===== config.mk =====
export PLATFORM = sky130hd
export DESIGN_NAME = tt_sweep_capture_flat
export DESIGN_NICKNAME = d
export VERILOG_FILES = /design/src/rtl/tt_sweep_capture_pkg.sv /design/src/rtl/tt_sweep_capture_if.sv /design/src/rtl/tt_sweep_capture_hold_counter.sv /design/src/rtl/tt_sweep_capture.sv /design/src/flat_wrapper.sv
export SDC_FILE = /design/constraint.sdc
export NUM_CORES = 1
export LEC_CHECK = 0
export BUFFER_PORTS_ARGS = -buffer_cell sky130_fd_sc_hd__buf_2
export CAP_MARGIN = 20
export CORE_ASPECT_RATIO = 0.8
export CORE_MARGIN = 4
export CORE_UTILIZATION = 50
export DETAILED_ROUTE_END_ITERATION = 6
export PLACE_DENSITY = 0.77
export REMOVE_ABC_BUFFERS = 1
export SYNTH_ARGS = -nofsm -noshare
export SYNTH_HDL_FRONTEND = slang
export SYNTH_SLANG_ARGS = --single-unit

===== constraint.sdc =====
create_clock -name clk -period 1.9 [get_ports clk]
set_clock_uncertainty 0.15 [all_clocks]
set_input_delay 0.38 -clock clk [delete_from_list [all_inputs] [get_ports clk]]
set_output_delay 0.38 -clock clk [all_outputs]
set_load 0.05 [all_outputs]

===== src/rtl/tt_sweep_capture_pkg.sv =====
// Shared definitions for the truth-table sweep/capture block.
//   N_IN_DEFAULT : default number of inputs of the swept combinational block
//   N_VEC        : number of vectors in a sweep at the default width
//   tt_state_t   : sweep controller states
package tt_pkg;

  localparam int N_IN_DEFAULT = 4;
  localparam int N_VEC        = 2**N_IN_DEFAULT;

  typedef enum logic [1:0] {
    IDLE  = 2'd0,
    DRIVE = 2'd1,
    DONE  = 2'd2
  } tt_state_t;

endpackage


===== src/rtl/tt_sweep_capture_if.sv =====
// Bundle between the sweep controller and its environment.
//   start          : sweep request (environment -> controller)
//   vec            : stimulus vector, vec[3]=a .. vec[0]=d (controller -> environment)
//   f_in, g_in     : swept block outputs (environment -> controller)
//   busy, done     : sweep status (controller -> environment)
//   f_table,g_table: captured truth tables, bit i = output for vec==i
// master is the sweep controller side, slave is the environment side.
interface tt_sweep_capture_if
  import tt_pkg::*;
#(
  parameter int N_IN = N_IN_DEFAULT
);
  localparam int NV = 2**N_IN;

  logic            start;
  logic [N_IN-1:0] vec;
  logic            f_in;
  logic            g_in;
  logic            busy;
  logic            done;
  logic [NV-1:0]   f_table;
  logic [NV-1:0]   g_table;

  modport master (
    input  start, f_in, g_in,
    output vec, busy, done, f_table, g_table
  );

  modport slave (
    output start, f_in, g_in,
    input  vec, busy, done, f_table, g_table
  );

endinterface


===== src/rtl/tt_sweep_capture_hold_counter.sv =====
// Per-vector dwell timer.
//   clk  : rising-edge clock
//   rst  : synchronous active-high reset, count -> 0
//   clr  : restart the dwell at count 0
//   en   : advance the count; wraps to 0 after the last dwell cycle
//   last : high on the final dwell cycle of the current vector
module hold_counter #(
  parameter int HOLD_CYCLES = 2
) (
  input  logic clk,
  input  logic rst,
  input  logic clr,
  input  logic en,
  output logic last
);

  // At least one bit so HOLD_CYCLES=1 still has a legal (constant-zero) counter.
  localparam int              CW  = (HOLD_CYCLES > 1) ? $clog2(HOLD_CYCLES) : 1;
  localparam logic [CW-1:0]   TOP = CW'(HOLD_CYCLES - 1);

  logic [CW-1:0] count;

  assign last = (count == TOP);

  always_ff @(posedge clk) begin
    if (rst || clr) begin
      count <= '0;
    end else if (en) begin
      count <= last ? '0 : count + CW'(1);
    end
  end

endmodule


===== src/rtl/tt_sweep_capture.sv =====
// Truth-table sweep and capture stage for a small combinational block.
// On an accepted start it drives every input vector 0..2**N_IN-1 in
// ascending order, holds each for HOLD_CYCLES clocks and records f/g on
// the last hold cycle into f_table/g_table (bit i belongs to vector i).
//   clk : rising-edge clock
//   rst : synchronous active-high reset; abandons any sweep in progress
//   bus : master side of tt_sweep_capture_if (start, vec, f_in, g_in,
//         busy, done, f_table, g_table)
module tt_sweep_capture
  import tt_pkg::*;
#(
  parameter int N_IN        = N_IN_DEFAULT,
  parameter int HOLD_CYCLES = 2
) (
  input  logic                clk,
  input  logic                rst,
  tt_sweep_capture_if.master  bus
);

  localparam int              VECS     = 2**N_IN;
  localparam logic [N_IN-1:0] LAST_VEC = N_IN'(VECS - 1);

  tt_state_t       state;
  logic [N_IN-1:0] vec_r;
  logic            busy_r;
  logic            done_r;
  logic [VECS-1:0] f_tab;
  logic [VECS-1:0] g_tab;

  logic            start_ok;
  logic            drive;
  logic            last;

  // A request during a sweep is dropped, not queued.
  assign start_ok = bus.start && (state != DRIVE);
  assign drive    = (state == DRIVE);

  hold_counter #(
    .HOLD_CYCLES (HOLD_CYCLES)
  ) u_hold (
    .clk  (clk),
    .rst  (rst),
    .clr  (start_ok),
    .en   (drive),
    .last (last)
  );

  always_ff @(posedge clk) begin
    if (rst) begin
      state  <= IDLE;
      vec_r  <= '0;
      busy_r <= 1'b0;
      done_r <= 1'b0;
      f_tab  <= '0;
      g_tab  <= '0;
    end else if (start_ok) begin
      state  <= DRIVE;
      vec_r  <= '0;
      busy_r <= 1'b1;
      done_r <= 1'b0;
      f_tab  <= '0;
      g_tab  <= '0;
    end else if (drive && last) begin
      // The swept block is combinational, so its outputs already reflect
      // vec_r on the final hold cycle (even when HOLD_CYCLES is 1).
      f_tab[vec_r] <= bus.f_in;
      g_tab[vec_r] <= bus.g_in;
      if (vec_r == LAST_VEC) begin
        // vec stays on the final vector rather than wrapping.
        state  <= DONE;
        busy_r <= 1'b0;
        done_r <= 1'b1;
      end else begin
        vec_r <= vec_r + N_IN'(1);
      end
    end
  end

  assign bus.vec     = vec_r;
  assign bus.busy    = busy_r;
  assign bus.done    = done_r;
  assign bus.f_table = f_tab;
  assign bus.g_table = g_tab;

endmodule


===== src/flat_wrapper.sv =====
// flat-port wrapper written by rule: the top's interface ports become plain ports
module tt_sweep_capture_flat import tt_pkg::*;
#(
  parameter int N_IN        = N_IN_DEFAULT,
  parameter int HOLD_CYCLES = 2
)
  (clk, rst, bus_start, bus_f_in, bus_g_in, bus_vec, bus_busy, bus_done, bus_f_table, bus_g_table);
  tt_sweep_capture_if #(.N_IN(N_IN)) bus_i ();
  input  logic clk;
  input  logic rst;
  input wire logic [$bits(bus_i.start)-1:0] bus_start;
  input wire logic [$bits(bus_i.f_in)-1:0] bus_f_in;
  input wire logic [$bits(bus_i.g_in)-1:0] bus_g_in;
  output wire logic [$bits(bus_i.vec)-1:0] bus_vec;
  output wire logic [$bits(bus_i.busy)-1:0] bus_busy;
  output wire logic [$bits(bus_i.done)-1:0] bus_done;
  output wire logic [$bits(bus_i.f_table)-1:0] bus_f_table;
  output wire logic [$bits(bus_i.g_table)-1:0] bus_g_table;
  assign bus_i.start = bus_start;
  assign bus_i.f_in = bus_f_in;
  assign bus_i.g_in = bus_g_in;
  assign bus_vec = bus_i.vec;
  assign bus_busy = bus_i.busy;
  assign bus_done = bus_i.done;
  assign bus_f_table = bus_i.f_table;
  assign bus_g_table = bus_i.g_table;
  tt_sweep_capture #(.N_IN(N_IN), .HOLD_CYCLES(HOLD_CYCLES)) u_core (.clk(clk), .rst(rst), .bus(bus_i));
endmodule

Yosys cells after proc, flatten, opt, wreduce, memory -nomap -nowiden
Cells that the tools add are included.
Word-level totals
  output and inout port bits: 38
  flip-flop bits (word level): 40
Operators by class
  eq/ne operators: 3
  add/subtract/negate cells: 2
  muxes and demuxes: 11
  bitwise operators: 1
  order comparisons: 2
  reduce and logical (&&, ||, !) cells: 10
Operator list (count)
  bitwise mux 16 bit: 2
  2-to-1 mux 1 bit: 8
  AND reduction 2 bit: 3
  < comparator 4 x 5 -> 1 bit (second input constant): 1
  adder 4 x 1 -> 4 bit (second input constant): 1
  demux 1 bit (select 4 bit): 1
  == test 4 bit (second input constant): 1
  >= comparator 4 x 1 -> 1 bit (second input constant): 1
  nonzero test 2 bit: 2
  logical AND 1 bit: 3
  == test 2 x 1 -> 1 bit (second input constant): 1
  != test 2 x 1 -> 1 bit (second input constant): 1
  OR reduction 2 bit: 1
  adder 1 bit (second input constant): 1
  logical OR 1 bit: 1
  NOT 1 bit: 1

Logic depth before layout (Yosys ltp)
Gate-level depths: netlist of the first run.
  depth in word-level cells: 5
  mapped depth: 5
  depth with buffers taken out: 4

Modules after synthesis
A second synthesis of the first run with hierarchy kept.
Unflattened totals
  cells, all modules: 192
  area total of the unflattened synthesis: 1844.3 um^2
By module, submodules not included
  tt_sweep_capture: cells each 189, area each 1805.5 um^2, times used 1, sequential area each 760.7 um^2
  hold_counter: cells each 3, area each 38.8 um^2, times used 1, sequential area each 20.0 um^2

Least setup slack after synthesis of the first run
OpenSTA, ideal clock, no wires.
  path type: register to register
  start point: register u_core.vec_r[0] (netlist: u_core.bus.vec[0])
  end point: register u_core.vec_r[1] (netlist: u_core.bus.vec[1])
  arrival time: 1.568 ns
  cell stages (with the launch flop): 5
  path buffers: 0
  clock period less this slack: 1.788 ns
  library setup time: 0.070 ns
  path slack: 0.112 ns
  cell sequence: dfxtp_1 -> ha_1 -> and3_2 -> or3b_1 -> a21oi_1
Between the ends
  cells in the longest elaborated chain, start to end: 3
  elaborated cells between the ends (all ways): 4
  classes of those cells: add/sub (1); eq/ne (1); bitwise (1); reduce/logical (1)
Ends and longest elaborated chain
  start: declaration: line tt_sweep_capture.sv:24  | logic [N_IN-1:0] vec_r;
  start signal: assignment: line tt_sweep_capture.sv:74  | vec_r <= vec_r + N_IN'(1);
  parallel branches: the longest is 3 deep, another holds adder 4 x 1 -> 4 bit
Several ways; the timed one is not identified.
A chain may end at the register's enable or synchronous reset.

Worst setup path after layout of the first run
  start point: register u_core.state[1]
  end point: register u_core.f_tab[2] (netlist: u_core.bus.f_table[2])
Between the ends
  cells in the longest elaborated chain, start to end: 3
  elaborated cells between the ends (all ways): 5
  classes of those cells: eq/ne (2); reduce/logical (3)
Ends and longest elaborated chain
  start: declaration: line tt_sweep_capture.sv:23  | tt_state_t state;
  start signal: assignment: line tt_sweep_capture.sv:50  | state <= IDLE;
  start signal: assignment: line tt_sweep_capture.sv:57  | state <= DRIVE;
  start signal: assignment: line tt_sweep_capture.sv:70  | state <= DONE;
  != test 2 x 1 -> 1 bit: line tt_sweep_capture.sv:35  | assign start_ok = bus.start && (state != DRIVE);
  logical AND 1 bit: line tt_sweep_capture.sv:35
  OR reduction 2 bit (no source line)
  end signal: indexed assignment: line tt_sweep_capture.sv:66  | f_tab[vec_r] <= bus.f_in;
  end: declaration: line tt_sweep_capture.sv:27  | logic [VECS-1:0] f_tab;
Parallel ways exist; a longest one is shown, timed or not.

==> flow_summary.yaml, run 1 <==
placement:
  placed_cell_area_um2: 2060
  placed_cells: 249
  post-place-ws_ns: 0.0923
  dp_hpwl_mm: 3.03
  place_congestion: 0.813
  io_buffers: 42
sta:
  fin_setup_tns_ns: 0
  finalHoldViolCount: 0
  final-setup-viol-count: 0
  finalCriticalPeriod_ns: 1.76
  worst_slack_ns: 0.138
  fmax_ghz: 0.567
  relSlewSlack_pct: 50.4
  rsz0062_at_grt: "no"
  worstMarginPinSlew_ns: 0.742
  period_share_pct: 92.8
  maxSlewViolCount: 0
clock_tree:
  hold_buffers: 0
  cts_tree: "yes"
  insertion_delay_ns: 0.29
  cts_resized: 0
  postCtsSetupBuffers: 0
  clk_pin_slew_worst_paths_ns: 0.07
  cts_inserted_buffers: 5
  root_buffer: "clkbuf_8"
  cts.path.max_buffers: 2
  h-tree-depth: 2
  cts.sink_count: 39
global_routing:
  grt_max_degree: 24
  overflow: 0
  first_global_vias: 1430
  grt_pass1_wl_mm: 7.17
  grtUsageTotal_pct: 18.4
  antenna_found_initial: 0
route:
  dr.pass1.iters: 4
  ant_nets: 0
  drtIter0Drc: 70
  via_count: 1493
  wl_per_cell_um: 16.9
  drt_wl_total_mm: 4.30
  viasPerCell: 5.85
  drc_errors: 0
logic_synthesis:
  synth_cells: 173
  netlist-cell-type-count: 37
  synth-seq-area-share_pct: 42.3
  yosys_warnings: 0
  syn_avg_cell_area_um2: 10.7
  synth_edf_count: 0
  async_reset_ff_share_pct: 0
  yosys_most_used_dff: "dfxtp_1"
  netlist_area_um2: 1840
  synth-seq-cells: 39
layout:
  diodes: 0
  final_common_cell: "buf_2"
  multi_input_comb_area_um2: 953
  finalNetCount: 224
  final_cell_mix: "42 x buf_2, 39 x dfxtp_1, 32 x o211ai_1, 32 x mux2i_1, 14 x nand3_1"
  utilization_pct: 61.2
  postLayoutCellArea_um2: 2140
  fill_cells: 289
  syn2layout_area_growth_pct: 15.9
  seq_area_um2: 781
  drive_above_1_share_pct: 30.5
  final_cells: 255
die:
  dieArea_um2: 4730
  rows: 19
  io_pins: 43
  die_w_um: 75.9
  die_h_um: 62.3
  core_um2: 3490
  start_util_pct: 52.8
critical_path:
  worstSetupPathType: "flip-flop to flip-flop"
  start_kind: "flip-flop"
  cp.arrival_ns: 1.74
  path_max_fanout: 16
  r2r_end: "u_core.bus.f_table[2]$_SDFFE_PP0P_"
  worstRegToRegCells: 3
  cp-end-kind: "flip-flop"
  r2r-start: "u_core.state[1]$_SDFFE_PP0P_"
  crit_required_ns: 1.88
  r2r_setup_slack_ns: 0.14
flow_run:
  drv_cap: 0
power:
  irDropWorstVdd_v: 0.000395
  pwr_density_cell_nw_per_um2: 692
  p_leak_nw: 1.03
min_path:
  hold_class: "input port to flip-flop"
  min_to: "u_core.bus.busy$_SDFFE_PP0P_"
  hp-start: "rst"
  hold_depth: 3
run_status:
  run_status: "complete, no violations"
## cells by family after synthesis
| family | Yosys count | synth area share (%) |
|---|---|---|
| fa+ha+maj | 5 | 3.39 |
| simple gates | 32 | 12.6 |
| compound gates | 44 | 17.9 |
| buf+inv | 20 | 5.97 |
| flops | 39 | 42.3 |
| xor+xnor | 1 | 0.475 |
| mux | 32 | 17.4 |
## layer usage
layer | vias to the layer above | GRT usage [%] | wire [um]
li1 | 741 | - | -
met1 | 698 | 23.5 | 1970
met2 | 48 | 27.8 | 1950
met3 | 6 | 7.66 | 332
met4 | 0 | 6.00 | 51
met5 | - | 0 | 0
## cells in the mapped netlist, types with 2 or more instances
cell / n / area share [%]
dfxtp_1: 39 / 42
mux2i_1: 32 / 17
o211ai_1: 32 / 13
nand3_1: 14 / 3.8
clkbuf_1: 6 / 1.2
ha_1: 5 / 3.4
buf_2: 4 / 1.1
buf_6: 4 / 2.4
inv_1: 4 / 0.81
o21ai_0: 3 / 0.81
a21oi_1: 2 / 0.54
and3_4: 2 / 1.2
o211ai_2: 2 / 1.4
## area by class of cell
class / instances / area share, %
clock buffers: 6 / 3.40
inverters: 6 / 1.05
multi-input cells: 114 / 44.6
flip-flops and latches: 39 / 36.5
well taps: 42 / 2.46
repair buffers: 48 / 11.9
## flip-flops by register name (all words and copies together), names as in the netlist
name and count:
u_core.bus.f_table 16, u_core.bus.g_table 16, u_core.bus.vec 4, u_core.bus.busy 1, u_core.state 1, u_core.u_hold.last 1
## per-stage QoR
step	hold WS, ns	total power [W]
6_report	0.311	0.00148
5_1_grt	0.327	0.00153
4_1_cts	0.312	0.00149
3_5_place_dp	0.337	0.000990
3_3_place_gp	0.328	0.000987
2_1_floorplan	0.476	0.000938
## how the worst max path moves through the flow
stage               slack [ns]  cells past startpoint                          from                                  end
detailed placement        0.09                      4                     bus_start   u_core.bus.f_table[2]$_SDFFE_PP0P_
global placement          0.22                      4                     bus_start   u_core.bus.g_table[9]$_SDFFE_PP0P_
finish                    0.14                      3  u_core.state[1]$_SDFFE_PP0P_   u_core.bus.f_table[2]$_SDFFE_PP0P_
CTS                       0.15                      3  u_core.state[1]$_SDFFE_PP0P_   u_core.bus.f_table[2]$_SDFFE_PP0P_
global route             0.009                      3  u_core.state[1]$_SDFFE_PP0P_   u_core.bus.f_table[2]$_SDFFE_PP0P_
floorplan                -0.16                      3  u_core.bus.busy$_SDFFE_PP0P_  u_core.bus.f_table[14]$_SDFFE_PP0P_
## critical path, stage by stage (launching register included)
cell and delay, ns:
dfxtp_1 0.50, nor2b_4 0.14, o211ai_2 0.62, mux2i_1 0.19
## power breakdown
group | internal (W) | leakage (nW) | switching (W)
registers | 0.000823 | 0.314 | 0.00000709
clock network | 0.000244 | 0.0371 | 0.000260
logic | 0.0000378 | 0.682 | 0.000106
(Power assumes the default switching activity.)
==> run 2, diff against run 1 <==
--- a/config.mk
+++ b/config.mk
@@ -8,7 +8,6 @@
 export BUFFER_PORTS_ARGS = -buffer_cell sky130_fd_sc_hd__buf_2
 export CAP_MARGIN = 20
 export CORE_ASPECT_RATIO = 0.8
-export CORE_MARGIN = 4
 export CORE_UTILIZATION = 50
 export DETAILED_ROUTE_END_ITERATION = 6
 export PLACE_DENSITY = 0.77
==> flow_summary.yaml, run 2 (same netlist as run 1, synthesis figures left out) <==
layout:
  syn2layout_area_growth_pct: 17.1
  finalNetCount: 225
  fill_cells: 279
  utilization_pct: 62.2
  final_common_cell: "buf_2"
  final_cell_mix: "42 x buf_2, 39 x dfxtp_1, 32 x o211ai_1, 32 x mux2i_1, 14 x nand3_1"
  drive_above_1_share_pct: 31.6
  diodes: 0
  final_cells: 257
  postLayoutCellArea_um2: 2160
clock_tree:
  h-tree-depth: 2
  insertion_delay_ns: 0.28
  cts.path.max_buffers: 2
  root_buffer: "clkbuf_8"
  clk_pin_slew_worst_paths_ns: 0.07
  cts_tree: "yes"
  postCtsSetupBuffers: 0
  cts.sink_count: 39
  hold_buffers: 0
  cts_inserted_buffers: 5
  cts_resized: 0
critical_path:
  cp-end-kind: "flip-flop"
  endpoint: "u_core.bus.f_table[14]$_SDFFE_PP0P_"
  start_kind: "flip-flop"
  cpLargestDelayFamily: "compound AO/OA/AOI/OAI gates"
  path_max_fanout: 16
  path_buf_inv: 0
  r2r_setup_slack_ns: 0.16
  slowest_stage: "o211ai_2"
  worstSetupPathType: "flip-flop to flip-flop"
  cpPeakStageDelay_ns: 0.61
  worstRegToRegCells: 3
  worstPathCellList: "nor2b_4 > o211ai_2 > mux2i_1"
  cp.depth: 3
  r2r-start: "u_core.state[1]$_SDFFE_PP0P_"
  crit_required_ns: 1.87
  r2r_end: "u_core.bus.f_table[14]$_SDFFE_PP0P_"
  cp.arrival_ns: 1.71
  crit_start: "u_core.state[1]$_SDFFE_PP0P_"
sta:
  worst_slack_ns: 0.162
  fmax_ghz: 0.575
  final-setup-viol-count: 0
  period_share_pct: 91.5
  maxSlewViolCount: 0
  relSlewSlack_pct: 50.9
  finalHoldViolCount: 0
  rsz0062_at_grt: "no"
  finalCriticalPeriod_ns: 1.74
  holdWs_ns: 0.318
  worstMarginPinSlew_ns: 0.734
global_routing:
  overflow: 0
  first_global_vias: 1472
  grt_pass1_wl_mm: 7.16
  grt_max_degree: 20
  antenna_found_initial: 0
  grtUsageTotal_pct: 22.8
placement:
  post-place-ws_ns: 0.181
  place_congestion: 0.803
  io_buffers: 42
  dp_hpwl_mm: 2.93
  placed_cells: 250
  placed_cell_area_um2: 2070
flow_run:
  drv_cap: 0
min_path:
  hp-start: "rst"
  hold_class: "input port to flip-flop"
route:
  drc_errors: 0
  drt_wl_total_mm: 4.20
  viasPerCell: 6.00
  dr.pass1.iters: 4
  ant_nets: 0
  drtIter0Drc: 101
  via_count: 1543
  wl_per_cell_um: 16.3
die:
  die_w_um: 69.9
  io_pins: 43
  dieArea_um2: 3940
  core_um2: 3470
  rows: 19
  start_util_pct: 53.1
  die_h_um: 56.3
power:
  pwr_density_cell_nw_per_um2: 710
  p_leak_nw: 1.05
  irDropWorstVdd_v: 0.000419
run_status:
  run_status: "complete, no violations"
-- run 2: layout make-up --
cell class	count	area (um2)	area share [%]
Clock buffer	6	82.6	3.82
Clock inverter	1	5.00	0.232
Inverter	6	22.5	1.04
Multi-Input combinational cell	114	953	44.1
Sequential cell	39	781	36.2
Tap cell	42	52.6	2.43
Timing Repair Buffer	49	263	12.2
-- run 2: power breakdown --
part           switching (W)  total, W  leakage (nW)  internal (W)
combinational       0.000109  0.000148         0.687     0.0000392
sequential        0.00000676  0.000829         0.314      0.000823
clock               0.000272  0.000557        0.0470      0.000285
total               0.000388   0.00153          1.05       0.00115
-- run 2: how the worst min path moves through the flow --
stage                                               to  slack [ns]  cells after the start
finish                    u_core.bus.busy$_SDFFE_PP0P_        0.32                      3
global route              u_core.bus.busy$_SDFFE_PP0P_        0.33                      3
CTS                       u_core.bus.busy$_SDFFE_PP0P_        0.31                      3
detailed placement  u_core.bus.f_table[2]$_SDFFE_PP0P_        0.34                      2
global placement    u_core.bus.f_table[5]$_SDFFE_PP0P_        0.33                      2
floorplan                 u_core.bus.busy$_SDFFE_PP0P_        0.48                      2
-- run 2: worst min-delay path, cell delays in order --
cell    delay, ns
buf_2        0.10
nor3_1       0.05
a31o_1       0.18
-- run 2: per-stage QoR --
stage               total power (W)  TNS, ns
detailed placement         0.000993        0
global placement           0.000987        0
floorplan                  0.000938    -5.12
finish                      0.00153        0
global route                0.00159        0
CTS                         0.00154        0
-- run 2: routing by layer --
| layer | share of wire, % | routed length, um | global-route usage, % |
|---|---|---|---|
| met5 | 0 | 0 | 0 |
| met4 | 1.0 | 44 | 6.29 |
| met3 | 4.7 | 199 | 6.46 |
| met2 | 45 | 1880 | 35.3 |
| met1 | 49 | 2080 | 31.2 |
